==> config.mk <==
export PLATFORM = sky130hd
export DESIGN_NAME = simple_mmap_xform
export DESIGN_NICKNAME = d
export VERILOG_FILES = /design/src/rtl/simple_mmap_xform_pkg.sv /design/src/rtl/simple_mmap_xform_ch.sv /design/src/rtl/simple_mmap_xform.sv
export SDC_FILE = /design/constraint.sdc
export NUM_CORES = 1
export LEC_CHECK = 0
export ABC_AREA = 0
export CORE_ASPECT_RATIO = 0.7
export CORE_MARGIN = 8
export CORE_UTILIZATION = 25
export DETAILED_ROUTE_END_ITERATION = 8
export GPL_ROUTABILITY_DRIVEN = 0
export PLACE_DENSITY = 0.4
export SLEW_MARGIN = 20
export SYNTH_ARGS = -nofsm -noshare
export SYNTH_HDL_FRONTEND = slang
export SYNTH_SLANG_ARGS = --single-unit
==> constraint.sdc <==
create_clock -name S_AXI_ACLK -period 8.06 [get_ports S_AXI_ACLK]
set_clock_uncertainty 0.2 [all_clocks]
set_input_delay 1.612 -clock S_AXI_ACLK [delete_from_list [all_inputs] [get_ports S_AXI_ACLK]]
set_output_delay 1.612 -clock S_AXI_ACLK [all_outputs]
set_load 0.05 [all_outputs]
==> src/rtl/simple_mmap_xform_pkg.sv <==
// simple_mmap_xform_pkg
// Shared definitions for the memory-mapped transform block: channel mode
// encodings, per-channel register offsets, and the STATUS word layout.
package simple_mmap_xform_pkg;

  typedef enum logic [1:0] {
    MODE_INVERT = 2'd0,
    MODE_PASS   = 2'd1,
    MODE_BSWAP  = 2'd2,
    MODE_ACCUM  = 2'd3
  } mode_e;

  // Word offsets inside a channel's 4-word register window
  localparam logic [1:0] OFF_CTRL   = 2'd0;
  localparam logic [1:0] OFF_MODE   = 2'd1;
  localparam logic [1:0] OFF_STATUS = 2'd2;
  localparam logic [1:0] OFF_RESULT = 2'd3;

  // STATUS layout: sticky overflow flag and saturating handshake count
  localparam int OVF_BIT  = 31;
  localparam int CNT_W    = 16;
  localparam int STATUS_W = 32;

endpackage

==> src/rtl/simple_mmap_xform_ch.sv <==
// simple_mmap_xform_ch
// One transform channel: MODE register, accumulator, registered result with
// valid/ready output handshake, and STATUS (sticky OVF + handshake count).
// Ports:
//   clk_i, rst_ni    clock, asynchronous active-low reset
//   ctrl_we_i        CTRL write strobe (data on wdata_i)
//   mode_we_i        MODE write strobe (data on wdata_i[1:0])
//   wdata_i          write data
//   status_rd_i      STATUS is being read this cycle (clears it next cycle)
//   out_ready_i      downstream ready
//   mode_o           current MODE
//   status_o         STATUS word
//   result_o         last computed result (RESULT register)
//   out_data_o       result towards downstream
//   out_valid_o      result valid
module simple_mmap_xform_ch
  import simple_mmap_xform_pkg::*;
#(
  parameter int DATA_W = 32
) (
  input  logic              clk_i,
  input  logic              rst_ni,
  input  logic              ctrl_we_i,
  input  logic              mode_we_i,
  input  logic [DATA_W-1:0] wdata_i,
  input  logic              status_rd_i,
  input  logic              out_ready_i,
  output logic [1:0]        mode_o,
  output logic [DATA_W-1:0] status_o,
  output logic [DATA_W-1:0] result_o,
  output logic [DATA_W-1:0] out_data_o,
  output logic              out_valid_o
);

  // STATUS is built 32 bits wide, then fitted to the data width
  localparam int SW = (DATA_W > STATUS_W) ? DATA_W : STATUS_W;
  localparam logic [CNT_W-1:0] CNT_MAX = '1;

  mode_e             mode_q, mode_d;
  logic [DATA_W-1:0] acc_q, acc_d;
  logic [DATA_W-1:0] data_q, data_d;
  logic              valid_q, valid_d;
  logic              ovf_q, ovf_d;
  logic [CNT_W-1:0]  cnt_q, cnt_d;

  logic              hs;
  logic              accept;
  logic              drop;
  logic [DATA_W-1:0] result;
  logic [SW-1:0]     status_w;

  function automatic logic [DATA_W-1:0] bswap(input logic [DATA_W-1:0] d);
    logic [DATA_W-1:0] r;
    r = '0;
    for (int b = 0; b < DATA_W / 8; b++) begin
      r[b*8 +: 8] = d[DATA_W-8-b*8 +: 8];
    end
    return r;
  endfunction

  always_comb begin
    result = wdata_i;
    case (mode_q)
      MODE_INVERT: result = ~wdata_i;
      MODE_PASS:   result = wdata_i;
      MODE_BSWAP:  result = bswap(wdata_i);
      MODE_ACCUM:  result = acc_q + wdata_i;
      default:     result = wdata_i;
    endcase
  end

  assign hs     = valid_q & out_ready_i;
  // A held result blocks new CTRL writes unless it is leaving this cycle
  assign accept = ctrl_we_i & (~valid_q | out_ready_i);
  assign drop   = ctrl_we_i & valid_q & ~out_ready_i;

  always_comb begin
    mode_d  = mode_q;
    acc_d   = acc_q;
    data_d  = data_q;
    valid_d = valid_q;
    ovf_d   = ovf_q;
    cnt_d   = cnt_q;

    if (mode_we_i) begin
      mode_d = mode_e'(wdata_i[1:0]);
      acc_d  = '0;
    end

    if (accept) begin
      data_d  = result;
      valid_d = 1'b1;
      if (mode_q == MODE_ACCUM) begin
        acc_d = result;
      end
    end else if (hs) begin
      valid_d = 1'b0;
    end

    // Read-clear first, so events in the reading cycle land in the new epoch
    if (status_rd_i) begin
      ovf_d = 1'b0;
      cnt_d = '0;
    end
    if (drop) begin
      ovf_d = 1'b1;
    end
    if (hs && (cnt_d != CNT_MAX)) begin
      cnt_d = cnt_d + 1'b1;
    end
  end

  always_ff @(posedge clk_i or negedge rst_ni) begin
    if (!rst_ni) begin
      mode_q  <= MODE_INVERT;
      acc_q   <= '0;
      data_q  <= '0;
      valid_q <= 1'b0;
      ovf_q   <= 1'b0;
      cnt_q   <= '0;
    end else begin
      mode_q  <= mode_d;
      acc_q   <= acc_d;
      data_q  <= data_d;
      valid_q <= valid_d;
      ovf_q   <= ovf_d;
      cnt_q   <= cnt_d;
    end
  end

  always_comb begin
    status_w               = '0;
    status_w[CNT_W-1:0]    = cnt_q;
    status_w[OVF_BIT]      = ovf_q;
  end

  assign status_o    = status_w[DATA_W-1:0];
  assign mode_o      = mode_q;
  assign result_o    = data_q;
  assign out_data_o  = data_q;
  assign out_valid_o = valid_q;

endmodule

==> src/rtl/simple_mmap_xform.sv <==
// simple_mmap_xform
// Register-mapped bank of NUM_CH transform channels. The top level decodes
// word addresses into per-channel strobes and returns reads through a
// registered mux (1-cycle latency). Channel c owns words c*4+0..c*4+3.
// Ports:
//   S_AXI_ACLK, S_AXI_ARESETN  clock, asynchronous active-low reset
//   wr_en/wr_addr/wr_data      register write
//   rd_en/rd_addr              register read request
//   rd_data/rd_valid           read response, one cycle after rd_en
//   out_data/out_valid         per-channel results (channel c at c*DATA_W)
//   out_ready                  per-channel downstream ready
module simple_mmap_xform
  import simple_mmap_xform_pkg::*;
#(
  parameter int DATA_W = 32,
  parameter int NUM_CH = 4,
  parameter int ADDR_W = 5
) (
  input  logic                     S_AXI_ACLK,
  input  logic                     S_AXI_ARESETN,
  input  logic                     wr_en,
  input  logic [ADDR_W-1:0]        wr_addr,
  input  logic [DATA_W-1:0]        wr_data,
  input  logic                     rd_en,
  input  logic [ADDR_W-1:0]        rd_addr,
  output logic [DATA_W-1:0]        rd_data,
  output logic                     rd_valid,
  output logic [NUM_CH*DATA_W-1:0] out_data,
  output logic [NUM_CH-1:0]        out_valid,
  input  logic [NUM_CH-1:0]        out_ready
);

  localparam int IDX_W = ADDR_W - 2;

  logic [IDX_W-1:0]  wr_idx, rd_idx;
  logic [1:0]        wr_off, rd_off;

  logic [1:0]        mode_a   [NUM_CH];
  logic [DATA_W-1:0] status_a [NUM_CH];
  logic [DATA_W-1:0] result_a [NUM_CH];

  logic [DATA_W-1:0] rd_data_q, rd_data_d;
  logic              rd_valid_q;

  assign wr_idx = wr_addr[ADDR_W-1:2];
  assign wr_off = wr_addr[1:0];
  assign rd_idx = rd_addr[ADDR_W-1:2];
  assign rd_off = rd_addr[1:0];

  for (genvar c = 0; c < NUM_CH; c++) begin : g_ch
    logic wsel;
    logic ctrl_we;
    logic mode_we;
    logic status_rd;

    assign wsel      = wr_en && (wr_idx == IDX_W'(c));
    assign ctrl_we   = wsel && (wr_off == OFF_CTRL);
    assign mode_we   = wsel && (wr_off == OFF_MODE);
    assign status_rd = rd_en && (rd_idx == IDX_W'(c)) && (rd_off == OFF_STATUS);

    simple_mmap_xform_ch #(
      .DATA_W (DATA_W)
    ) u_ch (
      .clk_i       (S_AXI_ACLK),
      .rst_ni      (S_AXI_ARESETN),
      .ctrl_we_i   (ctrl_we),
      .mode_we_i   (mode_we),
      .wdata_i     (wr_data),
      .status_rd_i (status_rd),
      .out_ready_i (out_ready[c]),
      .mode_o      (mode_a[c]),
      .status_o    (status_a[c]),
      .result_o    (result_a[c]),
      .out_data_o  (out_data[c*DATA_W +: DATA_W]),
      .out_valid_o (out_valid[c])
    );
  end

  // Unmapped channel indices and CTRL fall through to zero
  always_comb begin
    rd_data_d = rd_data_q;
    if (rd_en) begin
      rd_data_d = '0;
      for (int c = 0; c < NUM_CH; c++) begin
        if (rd_idx == IDX_W'(c)) begin
          case (rd_off)
            OFF_MODE:   rd_data_d = {{(DATA_W-2){1'b0}}, mode_a[c]};
            OFF_STATUS: rd_data_d = status_a[c];
            OFF_RESULT: rd_data_d = result_a[c];
            default:    rd_data_d = '0;
          endcase
        end
      end
    end
  end

  always_ff @(posedge S_AXI_ACLK or negedge S_AXI_ARESETN) begin
    if (!S_AXI_ARESETN) begin
      rd_valid_q <= 1'b0;
      rd_data_q  <= '0;
    end else begin
      rd_valid_q <= rd_en;
      rd_data_q  <= rd_data_d;
    end
  end

  assign rd_valid = rd_valid_q;
  assign rd_data  = rd_data_q;

endmodule
==> results.json <==
{
  "flow.area_growth_from_synthesis_pct": 19.5,
  "cts_resized": 0,
  "critical_path.startpoint_type": "input pin",
  "post-route-min-period_ns": 5.64,
  "slowest_stage": "sky130_fd_sc_hd__clkdlybuf4s50_1",
  "timing.critical_path.from": "wr_data[1]",
  "max_clock_freq_mhz": 177,
  "clock_sinks": 369,
  "synth.net_count": 3410,
  "crit_arrival_ns": 5.90,
  "synth_enable_flop_cells": 0,
  "grt_remaining_overflow": 0,
  "netlist_instances": 3228,
  "postLayoutCellArea_um2": 31800,
  "synthDistinctLibCells": 97,
  "clk_pin_slew_ns": 0.06,
  "htree_levels": 2,
  "timing.rr.start": "g_ch[1].u_ch.acc_q[0]$_DFF_PN0_",
  "grt_pass1_wl_um": 188000,
  "cpLargestDelayFamily": "compound AO/OA/AOI/OAI gates",
  "root_buffer": "sky130_fd_sc_hd__clkbuf_16",
  "p_seq_frac": 0.343,
  "tritoncts": "built",
  "p_comb_frac": 0.349,
  "drt.antenna.violating_nets": 0,
  "pin_count": 215,
  "worst_vdd_drop_mv": 0.142,
  "hold_violations": 0,
  "maximum_number_of_buffers_from_clock_root_to_sink": 3,
  "place.port_buffers": 214,
  "die_height_um": 289,
  "fp.dieArea_um2": 117000,
  "finalWirelength_um": 132000,
  "setup_repair_after_global_routing_missed_its_margin": "false",
  "min-delay-path-class": "reg -> reg",
  "grt_use_total": 0.217,
  "synth_seq_cells": 369,
  "dpl_hpwl_um": 97800,
  "number_of_antenna_violations_at_the_first_check_in_global_routing": 8,
  "proportion_of_synthesized_chip_area_in_sequential_cells": 0.346,
  "cp_num_buf_inv": 2,
  "min_period_over_period": 0.700,
  "required_ns": 8.33,
  "num_rows": 100,
  "die_w_um": 406,
  "worst_slew_pin_slew_ns": 1.06,
  "critical_path.max_fanout": 9,
  "nets": 3524,
  "numCtsBuffers": 46,
  "cap_violations": 0,
  "via_count": 25800,
  "grt_pass1_vias": 24200,
  "crit_chain": "clkdlybuf4s50_1 -> inv_1 -> fa_1 -> nand2b_1 -> a21oi_1 -> o41ai_2 -> o21ai_2 -> a31oi_2 -> o31ai_1 -> xor2_1 -> a221oi_1 -> o21ai_0",
  "insertion_delay_ns": 0.61,
  "crit_path_cell_count": 12,
  "dr.pass1.iters": 6,
  "remaining_drc_errors": 0,
  "critical-path-max-stage-delay_ns": 0.90,
  "yosys_warnings": 0,
  "holdPathStages": 2,
  "internal-power_mw": 4.11,
  "initial_utilization": 0.252,
  "critPathKind": "in -> reg",
  "min-delay-start": "g_ch[0].u_ch.ovf_q$_DFFE_PN0P_",
  "setup_viol": 0,
  "finalMaxSlewViolations": 0,
  "synth.cell_area_um2": 26700,
  "leakagePower_nw": 13.9,
  "drt-vias-per-instance": 5.37,
  "share_of_cells_above_drive_strength_1": 0.0779,
  "power-per-cell-area_nw_per_um2": 225,
  "cts.hold.buffers_added": 0,
  "cts_setup_buffers": 0,
  "switching_share": 0.425,
  "grt_max_degree": 130,
  "reg2reg_depth": 12,
  "post_synthesis_async_set_or_reset_flop_share": 1.00,
  "total_switching_power_mw": 3.04,
  "setup_total_negative_slack_ns": 0,
  "detailed_place.area_um2": 30300,
  "crit_path_end_kind": "flop",
  "initialDrtViolationCount": 2671,
  "clock_power_share": 0.308,
  "run_status": "completed",
  "slew_headroom": 0.293,
  "ys_dominant_reg_cell": "sky130_fd_sc_hd__dfrtp_1",
  "core_area_um2": 106000,
  "route.detailed.wl_per_inst_um": 27.4,
  "postSynthAreaPerCell_um2": 8.26
}
-- worst register-to-register path, stage by stage, from the launching register on --
cell	delay, ns
sky130_fd_sc_hd__dfrtp_1	0.35
sky130_fd_sc_hd__ha_1	0.20
sky130_fd_sc_hd__inv_1	0.07
sky130_fd_sc_hd__fa_1	0.39
sky130_fd_sc_hd__nand2b_1	0.20
sky130_fd_sc_hd__a21oi_1	0.45
sky130_fd_sc_hd__o41ai_2	0.17
sky130_fd_sc_hd__o21ai_2	0.23
sky130_fd_sc_hd__a31oi_2	0.18
sky130_fd_sc_hd__o31ai_1	0.55
sky130_fd_sc_hd__xor2_1	0.13
sky130_fd_sc_hd__a221oi_1	0.40
sky130_fd_sc_hd__o21ai_0	0.12
-- sequential cells by signal, summed over array words and instances, names as in the netlist --
| register | cells |
|---|---|
| g_ch.u_ch.out_valid_o | 4 |
| g_ch.u_ch.mode_o | 8 |
| g_ch.u_ch.ovf_q | 4 |
| rd_valid | 1 |
| g_ch.u_ch.out_data_o | 128 |
| g_ch.u_ch.acc_q | 128 |
| rd_data | 32 |
| g_ch.u_ch.cnt_q | 64 |
-- cells in the mapped netlist, types with 41 or more instances --
library cell | instances | share of area
sky130_fd_sc_hd__dfrtp_1 | 369 | 0.35
sky130_fd_sc_hd__xor2_1 | 75 | 0.025
sky130_fd_sc_hd__nor2_1 | 265 | 0.037
sky130_fd_sc_hd__a21o_1 | 86 | 0.024
sky130_fd_sc_hd__and3_1 | 41 | 0.0096
sky130_fd_sc_hd__nand2_1 | 345 | 0.049
sky130_fd_sc_hd__mux2i_1 | 89 | 0.033
sky130_fd_sc_hd__mux2_2 | 52 | 0.022
sky130_fd_sc_hd__a31oi_1 | 52 | 0.012
sky130_fd_sc_hd__o21ai_0 | 332 | 0.062
sky130_fd_sc_hd__a21oi_1 | 229 | 0.043
sky130_fd_sc_hd__clkbuf_1 | 175 | 0.025
sky130_fd_sc_hd__inv_1 | 85 | 0.012
sky130_fd_sc_hd__ha_1 | 128 | 0.060
sky130_fd_sc_hd__nand3_1 | 178 | 0.033
sky130_fd_sc_hd__xnor2_1 | 72 | 0.024
sky130_fd_sc_hd__a211oi_1 | 67 | 0.019
-- power by group through the flow --
stage | Clock, mW | Combinational [mW] | Sequential [mW]
5_1_grt | 2.32 | 2.66 | 2.47
2_1_floorplan | 0 | 0.956 | 2.84
6_report | 2.20 | 2.50 | 2.45
3_3_place_gp | 0 | 2.49 | 2.49
4_1_cts | 2.26 | 2.50 | 2.45
3_5_place_dp | 0 | 2.49 | 2.48
-- path summary, 6_finish.rpt --
check	to	slack [ns]
max	g_ch[1].u_ch.acc_q[20]$_DFF_PN0_	2.42
min in group asynchronous	g_ch[3].u_ch.cnt_q[5]$_DFF_PN0_	0.80
max reg2reg	g_ch[1].u_ch.acc_q[20]$_DFF_PN0_	4.27
min reg2reg	g_ch[0].u_ch.ovf_q$_DFFE_PN0P_	0.28
max in group asynchronous	g_ch[0].u_ch.mode_o[0]$_DFFE_PN0P_	5.40
min	g_ch[0].u_ch.ovf_q$_DFFE_PN0P_	0.28
-- cell usage in the layout, fill, tap and decap left out, drive strengths merged, types with 67 or more instances in the layout --
| master | Yosys | final |
|---|---|---|
| a21oi | 231 | 231 |
| clkbuf | 176 | 71 |
| a211oi | 67 | 67 |
| a21o | 86 | 86 |
| buf | 46 | 79 |
| inv | 86 | 86 |
| clkdlybuf4s50 | 0 | 209 |
| xnor2 | 72 | 72 |
| o21ai | 361 | 361 |
| nand2 | 345 | 345 |
| nor2 | 266 | 266 |
| mux2i | 89 | 89 |
| dfrtp | 369 | 369 |
| ha | 128 | 128 |
| xor2 | 75 | 75 |
| nand3 | 178 | 178 |
-- routing by layer --
metal	vias to the layer above	part of all wire	GRT usage
li1	12000	-	-
met1	12700	0.49	0.332
met2	916	0.41	0.311
met3	156	0.069	0.0372
met4	2	0.027	0.0546
met5	-	0.00013	0
-- kinds of logic after synthesis --
family,share of synthesized area
xor gates and xnor gates,0.0483
DFF,0.346
adders and majority gates,0.0631
AOI/OAI and AO/OA,0.259
and+or+nand+nor,0.182
buffers and inverters,0.0458
muxes,0.0554
-- layout make-up --
type	count	area (µm²)
inverter	88	330
clock inverter	10	175
fill	11300	74100
antenna	1	2.50
clock buffer	71	1350
sequential	369	9240
tap	1428	1790
timing repair buffer	288	2710
multi-input combinational	2549	16300
-- metrics by stage --
stage | utilization | hold slack (ns) | instances | power (mW) | worst slack, ns
after CTS | 0.300 | 0.284 | 4803 | 7.21 | 2.58
final | 0.301 | 0.278 | 4804 | 7.15 | 2.42
after detailed placement | 0.286 | 0.270 | 4722 | 4.97 | 1.91
after global placement | 0.286 | 0.263 | 4722 | 4.98 | 1.94
after floorplan | - | 0.246 | 3228 | 3.79 | 3.79
after global routing | 0.300 | 0.302 | 4803 | 7.44 | 2.23
Note: power is estimated with default switching activity, not from simulation.
